`src/rtl/doorlock_ctrl.sv`:
```
// Keypad door-lock FSM: 4-digit code entry, password change while open, open/lockout timers.
// All outputs registered (pulses one cycle after the key strobe); keys are accepted every cycle, no backpressure.
module doorlock_ctrl #(
  parameter logic [15:0] PW_INIT  = 16'h1234,
  parameter logic [25:0] OPEN_T   = 26'h2FA_F080,
  parameter logic [27:0] LOCK_T   = 28'hBEB_C200,
  parameter logic [1:0]  MAX_FAIL = 2'd3
) (
  input  logic       clk,
  input  logic       n_rst,
  input  logic       key_valid,
  input  logic [3:0] key_code,
  output logic       door_open,
  output logic       locked_out,
  output logic       ok_pulse,
  output logic       err_pulse,
  output logic [2:0] digit_cnt,
  output logic [1:0] fail_cnt
);

  typedef enum logic [2:0] {IDLE, ENTRY, OPEN, SET, LOCK} state_t;

  localparam logic [3:0] KEY_CLR = 4'hA;
  localparam logic [3:0] KEY_ENT = 4'hB;

  state_t      state, state_nxt;
  logic [15:0] code_buf, buf_nxt;
  logic [15:0] pw, pw_nxt;
  logic [25:0] open_tmr, open_nxt;
  logic [27:0] lock_tmr, lock_nxt;
  logic [2:0]  cnt_nxt;
  logic [1:0]  fail_nxt, fail_inc;
  logic        ok_nxt, err_nxt;
  logic        is_digit, is_clr, is_ent, take_fail;

  assign is_digit = key_valid && (key_code <= 4'd9);
  assign is_clr   = key_valid && (key_code == KEY_CLR);
  assign is_ent   = key_valid && (key_code == KEY_ENT);
  assign fail_inc = fail_cnt + 2'd1;

  always_comb begin
    state_nxt = state;
    buf_nxt   = code_buf;
    cnt_nxt   = digit_cnt;
    fail_nxt  = fail_cnt;
    pw_nxt    = pw;
    open_nxt  = open_tmr;
    lock_nxt  = lock_tmr;
    ok_nxt    = 1'b0;
    err_nxt   = 1'b0;
    take_fail = 1'b0;

    // Shared digit shift for the states that collect digits; a full buffer ignores extras.
    if ((state == IDLE || state == ENTRY || state == SET) && is_digit && digit_cnt != 3'd4
        && !(state == SET && open_tmr == 26'd1)) begin
      buf_nxt = {code_buf[11:0], key_code};
      cnt_nxt = digit_cnt + 3'd1;
    end

    case (state)
      IDLE: begin
        if (is_digit) state_nxt = ENTRY;
        else if (is_ent) take_fail = 1'b1;
      end
      ENTRY: begin
        if (is_clr) begin
          buf_nxt   = '0;
          cnt_nxt   = '0;
          state_nxt = IDLE;
        end else if (is_ent) begin
          buf_nxt = '0;
          cnt_nxt = '0;
          if (digit_cnt == 3'd4 && code_buf == pw) begin
            state_nxt = OPEN;
            ok_nxt    = 1'b1;
            fail_nxt  = '0;
            open_nxt  = OPEN_T;
          end else begin
            take_fail = 1'b1;
          end
        end
      end
      OPEN: begin
        if (open_tmr == 26'd1) begin
          state_nxt = IDLE;
          open_nxt  = '0;
        end else if (is_clr) begin
          state_nxt = SET;
          buf_nxt   = '0;
          cnt_nxt   = '0;
          open_nxt  = OPEN_T;
        end else begin
          open_nxt = open_tmr - 26'd1;
        end
      end
      SET: begin
        // Expiry takes priority over any key arriving in the same cycle.
        if (open_tmr == 26'd1 || is_clr || is_ent) begin
          state_nxt = IDLE;
          buf_nxt   = '0;
          cnt_nxt   = '0;
          open_nxt  = '0;
          if (open_tmr != 26'd1 && is_ent) begin
            if (digit_cnt == 3'd4) begin
              pw_nxt = code_buf;
              ok_nxt = 1'b1;
            end else begin
              err_nxt = 1'b1;
            end
          end
        end else begin
          open_nxt = open_tmr - 26'd1;
        end
      end
      LOCK: begin
        if (lock_tmr == 28'd1) begin
          state_nxt = IDLE;
          lock_nxt  = '0;
          fail_nxt  = '0;
        end else begin
          lock_nxt = lock_tmr - 28'd1;
        end
      end
      default: state_nxt = IDLE;
    endcase

    if (take_fail) begin
      err_nxt  = 1'b1;
      fail_nxt = fail_inc;
      if (fail_inc == MAX_FAIL) begin
        state_nxt = LOCK;
        lock_nxt  = LOCK_T;
      end else begin
        state_nxt = IDLE;
      end
    end
  end

  always_ff @(posedge clk or negedge n_rst) begin
    if (!n_rst) begin
      state      <= IDLE;
      code_buf   <= '0;
      digit_cnt  <= '0;
      fail_cnt   <= '0;
      pw         <= PW_INIT;
      open_tmr   <= '0;
      lock_tmr   <= '0;
      ok_pulse   <= 1'b0;
      err_pulse  <= 1'b0;
      door_open  <= 1'b0;
      locked_out <= 1'b0;
    end else begin
      state      <= state_nxt;
      code_buf   <= buf_nxt;
      digit_cnt  <= cnt_nxt;
      fail_cnt   <= fail_nxt;
      pw         <= pw_nxt;
      open_tmr   <= open_nxt;
      lock_tmr   <= lock_nxt;
      ok_pulse   <= ok_nxt;
      err_pulse  <= err_nxt;
      door_open  <= (state_nxt == OPEN) || (state_nxt == SET);
      locked_out <= (state_nxt == LOCK);
    end
  end

endmodule

```
`config.mk`:
```
export PLATFORM = sky130hd
export DESIGN_NAME = doorlock_ctrl
export DESIGN_NICKNAME = d
export VERILOG_FILES = /design/src/rtl/doorlock_ctrl.sv
export SDC_FILE = /design/constraint.sdc
export NUM_CORES = 1
export LEC_CHECK = 0
export CORE_MARGIN = 2
export CORE_UTILIZATION = 65
export DETAILED_ROUTE_END_ITERATION = 12
export GPL_TIMING_DRIVEN = 0
export HOLD_SLACK_MARGIN = 0.12
export MAX_ROUTING_LAYER = met4
export PLACE_DENSITY = 0.84
export SLEW_MARGIN = 20
export SYNTH_ARGS = -nofsm -noshare
export SYNTH_HDL_FRONTEND = slang
export SYNTH_SLANG_ARGS = --single-unit
```
`constraint.sdc`:
```
create_clock -name clk -period 4.5 [get_ports clk]
set_input_delay 0.9 -clock clk [delete_from_list [all_inputs] [get_ports clk]]
set_output_delay 0.9 -clock clk [all_outputs]
set_load 0.05 [all_outputs]
```
# After elaboration in Yosys (flattened, before gate mapping)
# Index checks and enable logic that the tools add are counted.
# W data, S select, Z words.
# classes
add_sub_neg	4
n_lt_le_gt_ge	1
eq_ne	23
mux	60
n_reduce_logical	21
# op_table
cell	n
$mux W26	6
$mux W28	4
$mux W16	6
$pmux W26 S3	1
$mux W3	16
$pmux W16 S3	1
$eq A28 B1 Y1 const B	1
$sub A28 B1 Y28 const B	1
$eq A26 B1 Y1 const B	1
$ne A26 B1 Y1 const B	1
$sub A26 B1 Y26 const B	1
$eq A16 B16 Y1	1
$mux W1	16
$pmux W3 S5	1
$eq A3 B2 Y1 const B	4
$ne A3 B3 Y1 const B	4
$mux W2	5
$eq A3 B3 Y1 const B	3
$logic_and A1 B1 Y1	9
$pmux W3 S3	1
$eq A4 B4 Y1 const B	2
$reduce_and A4 Y1	2
$reduce_bool A3 Y1	2
$logic_or A1 B1 Y1	5
13 further kinds	15
# word_totals
regBits	98
input_bits	7
out_inout_bits	9
wordCells	120

# Logic depth before layout (Yosys ltp)
# logic_depth
word_depth	10
ltp_mapped	10
depth_no_buf	8

# Least setup slack after synthesis
# Ideal clock, no wire load.
# synth_path
path_type	in2reg
from	input port key_code[2]
to	register pw[10]
setup_time_ps	125
t_arrival_ps	2305
required_time_ps	4375
setup_slack_ps	2071
stages	5
path_buffers	1
cell_sequence	and4b_1 > nand3_1 > nor4_4 > buf_2 > mux2_2
# synth_between
elab_chain_cells	5
elab_cells_between_ends	8
classes_between	eq/ne: 2; reduce/logical: 6
# synth_lines
element	line	text
from (decl)	12	input logic [3:0] key_code,
$eq A4 B4 Y1	37	assign is_clr = key_valid && (key_code == KEY_CLR);
$logic_and A1 B1 Y1	37	
$logic_or A1 B1 Y1 (2 in series)	98	if (open_tmr == 26'd1 || is_clr || is_ent) begin
$reduce_and A4 Y1 (no line) (*)	--	
to (signal assigned)	157	pw <= pw_nxt;
to (decl)	28	logic [15:0] pw, pw_nxt;
# Every way passes the cells marked *; elsewhere a longest branch is shown, timed or not.
# A chain may end at the register's enable or synchronous reset.

# Worst setup path after layout
# layout_path
from	register open_tmr[1]
to	register code_buf[4]
# layout_between
elab_chain_cells	8
elab_cells_between_ends	13
classes_between	eq/ne: 1; mux: 7; reduce/logical: 5
# layout_lines
element	line	text
from (decl)	29	logic [25:0] open_tmr, open_nxt;
from (signal assigned)	158	open_tmr <= open_nxt;
$eq A26 B1 Y1 (*)	55, 84, 98	
$logic_and A1 B1 Y1	55	&& !(state == SET && open_tmr == 26'd1)) begin
$logic_not A1 Y1	55	
$logic_and A1 B1 Y1	55	
$mux W16	54	if ((state == IDLE || state == ENTRY || state == SET) && is_digit && digit_cnt != 3'd4
$mux W16, on equally long branches	87, 70	
$mux W16, on equally long branches	84, 66	
$pmux W16 S3 (*)	60	case (state)
net buf_nxt[4]	27	logic [15:0] code_buf, buf_nxt;
to (signal assigned)	154	code_buf <= buf_nxt;
to (decl)	27	
# The timed path passes the listed nets; every way through them passes the cells marked *.

==> flow_summary.toml <==
[synth]
yosysTopAreaCell = "dfrtp_1"
synth_edf_count = 0
synth_area_per_cell_um2 = 9.50
syn_inst = 531
syn_nets = 545
syn_area_mm2 = 0.00504
synth_top_area_share_pct = 46.1
synth_area_leaders = "dfrtp_1 46%, xnor2_1 6.1%, nand2_1 4.9%"
ys_ff_latch = 98
synth_top_flop_cell = "dfrtp_1"
synthArstFlopShare_pct = 100
ys_types = 58
yosys_warnings = 0
ys_seq_area_share_pct = 48.7

[sta]
period_share_pct = 66.1
maxSlewViolCount = 0
slew_headroom_pct = 38.4
finalSetupViolCount = 0
min_period_ns = 2.98
worstMarginPinSlew_ns = 0.917
finClkSkew_ns = 0.0111
final_hold_viol_count = 0
clock.fmax_mhz = 336
grt_setup_unrepaired = "false"

[placement]
portBuffers = 15
post-dp-hpwl_um = 7100
placedCellCount = 649
routabilityCongestion = 0.861

[power]
ir_worst_vdd_mv = 0.350
power.density_mw_per_mm2 = 416
p_clk_share_pct = 23.2
p_switching_uw = 847
p_sw_share_pct = 36.8
p_int_mw = 1.46
combinationalPowerShare_pct = 25.7
pwr-share-seq_pct = 51.1
power.leakage_nw = 2.33

[critical_path]
path_cells = "inv_1 > ha_1 > nor4b_1 > nand4_1 > or2_1 > mux2i_1 > o22ai_1 > buf_2 > a21oi_1"
worstSetupPathType = "register to register"
slowest_delay_ns = 0.75
cp_data_required_time_ns = 4.75
end_kind = "register"
crit_fanout = 10
critPathBufInv = 2
cp_top_family = "simple AND/OR/NAND/NOR gates"
arrival_ns = 3.22
slowest_stage = "o22ai_1"
critPathLaunchType = "register"

[outcome]
status = "finished, final reports clean"

[detailed_routing]
wl_per_cell_um = 15.5
first_iter_violations = 243
via_count = 3966
drc = 0
ant_nets = 0
drt_pass1_iterations = 5
via_per_inst = 5.96
drt-total-wl_um = 10300

[finish]
multi_input_area_mm2 = 0.00243
final_util_pct = 72.8
fin_nets = 572
layout.cells.non_filler = 665
regArea_mm2 = 0.00246
final_common_cell = "dfrtp_1"
mostFrequentLayoutCells = "93 x dfrtp_1, 66 x nand2_1, 49 x nor2_1"
area_delta_synth_final_pct = 9.72
fillers = 567
diodes = 0
drive_above_1_share_pct = 10.8

[clock_tree]
cts_sinks = 98
ctsHoldBuffers = 0
cts_resized = 0
path_clk_slew_ns = 0.10
htreeDepth = 3
root_buffer = "clkbuf_8"
clkLatencyLatePin_ns = 0.36
clockBufferDepth = 2
cts_setup_buffers = 0
cts_buffers = 9
cts_tree = "built"

[min_path]
hold_class = "primary input to asynchronous set/reset pin"

[floorplanning]
rows = 32
dieArea_mm2 = 0.00848
die_h_um = 92.1
coreArea_mm2 = 0.00761
ios = 16
dieWidth_um = 92.1
start_util_pct = 66.3

[grt]
grt_pass1_wl_um = 18100
grt_start_max_net_pins = 70
grt_overflow_total = 0
grt_pass1_vias = 3893
antenna_found_initial = 0
grt_use_total_pct = 27.1

[job]
cap_violations = 0
==> final cells by class <==
type                    count  area share, %
well taps                 102           2.31
repair buffers             16           3.23
clock buffers               9           2.24
inverters                  16           1.08
multi-input cells         397           44.0
flip-flops and latches     98           44.4
clock inverters             7           1.08
plain buffers              20           1.67
==> cell usage after synthesis (3+ instances only) <==
| library cell | n |
|---|---|
| o22a_1 | 6 |
| a31oi_1 | 3 |
| o21a_1 | 4 |
| o31ai_1 | 5 |
| a21oi_1 | 43 |
| nor2b_1 | 4 |
| o21ai_0 | 42 |
| nor3_1 | 32 |
| mux2_1 | 3 |
| nor2_1 | 49 |
| nand2_1 | 66 |
| clkbuf_1 | 11 |
| a21o_1 | 3 |
| nor4_1 | 6 |
| or3_1 | 7 |
| buf_2 | 7 |
| ha_1 | 7 |
| dfrtp_1 | 93 |
| inv_1 | 15 |
| xnor2_1 | 35 |
| dfstp_2 | 5 |
| xor2_1 | 7 |
| nand4_1 | 8 |
| mux2_2 | 13 |
| nand2b_1 | 5 |
| and2_1 | 3 |
| nand3_1 | 8 |
==> cells by family (layout without fill, tap and decap cells) <==
family	count (synthesis)	after routing	share of synthesized area [%]
and+or+nand+nor	215	215	22.2
AOI/OAI and AO/OA	116	116	13.2
DFF	98	98	48.7
xor gates and xnor gates	42	42	7.29
buffers and inverters	36	68	3.03
muxes	17	17	3.77
adders and majority gates	7	7	1.74
==> stage by stage <==
stage | hold slack (ns) | area (um^2) | setup WS [ns] | TNS (ns) | power [mW]
floorplan | 0.465 | 5040 | 2.07 | 0 | 1.59
global placement | 0.483 | 5320 | -1.02 | -94.33 | 1.74
detailed placement | 0.492 | 5350 | 1.21 | 0 | 1.78
CTS | 0.389 | 5540 | 1.58 | 0 | 2.31
global route | 0.396 | 5540 | 1.35 | 0 | 2.44
finish | 0.399 | 5540 | 1.52 | 0 | 2.30
==> final timing paths <==
kind	slack [ns]	depth (start not counted)	endpoint	start
max	1.52	9	code_buf[4]$_DFF_PN0_	open_tmr[1]$_DFFE_PN0P_
min	0.40	1	lock_tmr[7]$_DFF_PN0_	n_rst
max reg2reg	1.52	9	code_buf[4]$_DFF_PN0_	open_tmr[1]$_DFFE_PN0P_
min reg2reg	0.51	1	open_tmr[4]$_DFFE_PN0P_	open_tmr[4]$_DFFE_PN0P_
max in group asynchronous	3.45	2	pw[4]$_DFFE_PN1P_	n_rst
min in group clk	0.51	1	open_tmr[4]$_DFFE_PN0P_	open_tmr[4]$_DFFE_PN0P_
==> power groups by stage <==
stage | Sequential, mW | Clock [mW] | Combinational, mW
3_5_place_dp | 1.19 | 0 | 0.587
3_3_place_gp | 1.18 | 0 | 0.563
4_1_cts | 1.18 | 0.546 | 0.591
2_1_floorplan | 1.22 | 0 | 0.372
5_1_grt | 1.20 | 0.585 | 0.656
6_report | 1.18 | 0.534 | 0.592
==> metal layers <==
metal  global-route usage (%)  vias to the layer above  part of all wire (%)
met5                        -                        -                     0
met4                     6.97                        0                  0.82
met3                     4.93                        7                   3.7
met2                     43.1                       93                    48
met1                     36.6                     1954                    47
li1                         -                     1912                     -
==> sequential cells by signal, indices dropped and copies added, names as in the netlist <==
name / flops
lock_tmr: 28
code_buf: 16
digit_cnt: 3
state: 3
pw: 16
err_pulse: 1
ok_pulse: 1
fail_cnt: 2
open_tmr: 26
locked_out: 1
door_open: 1
No activity file was read; power rests on OpenSTA's default activity.
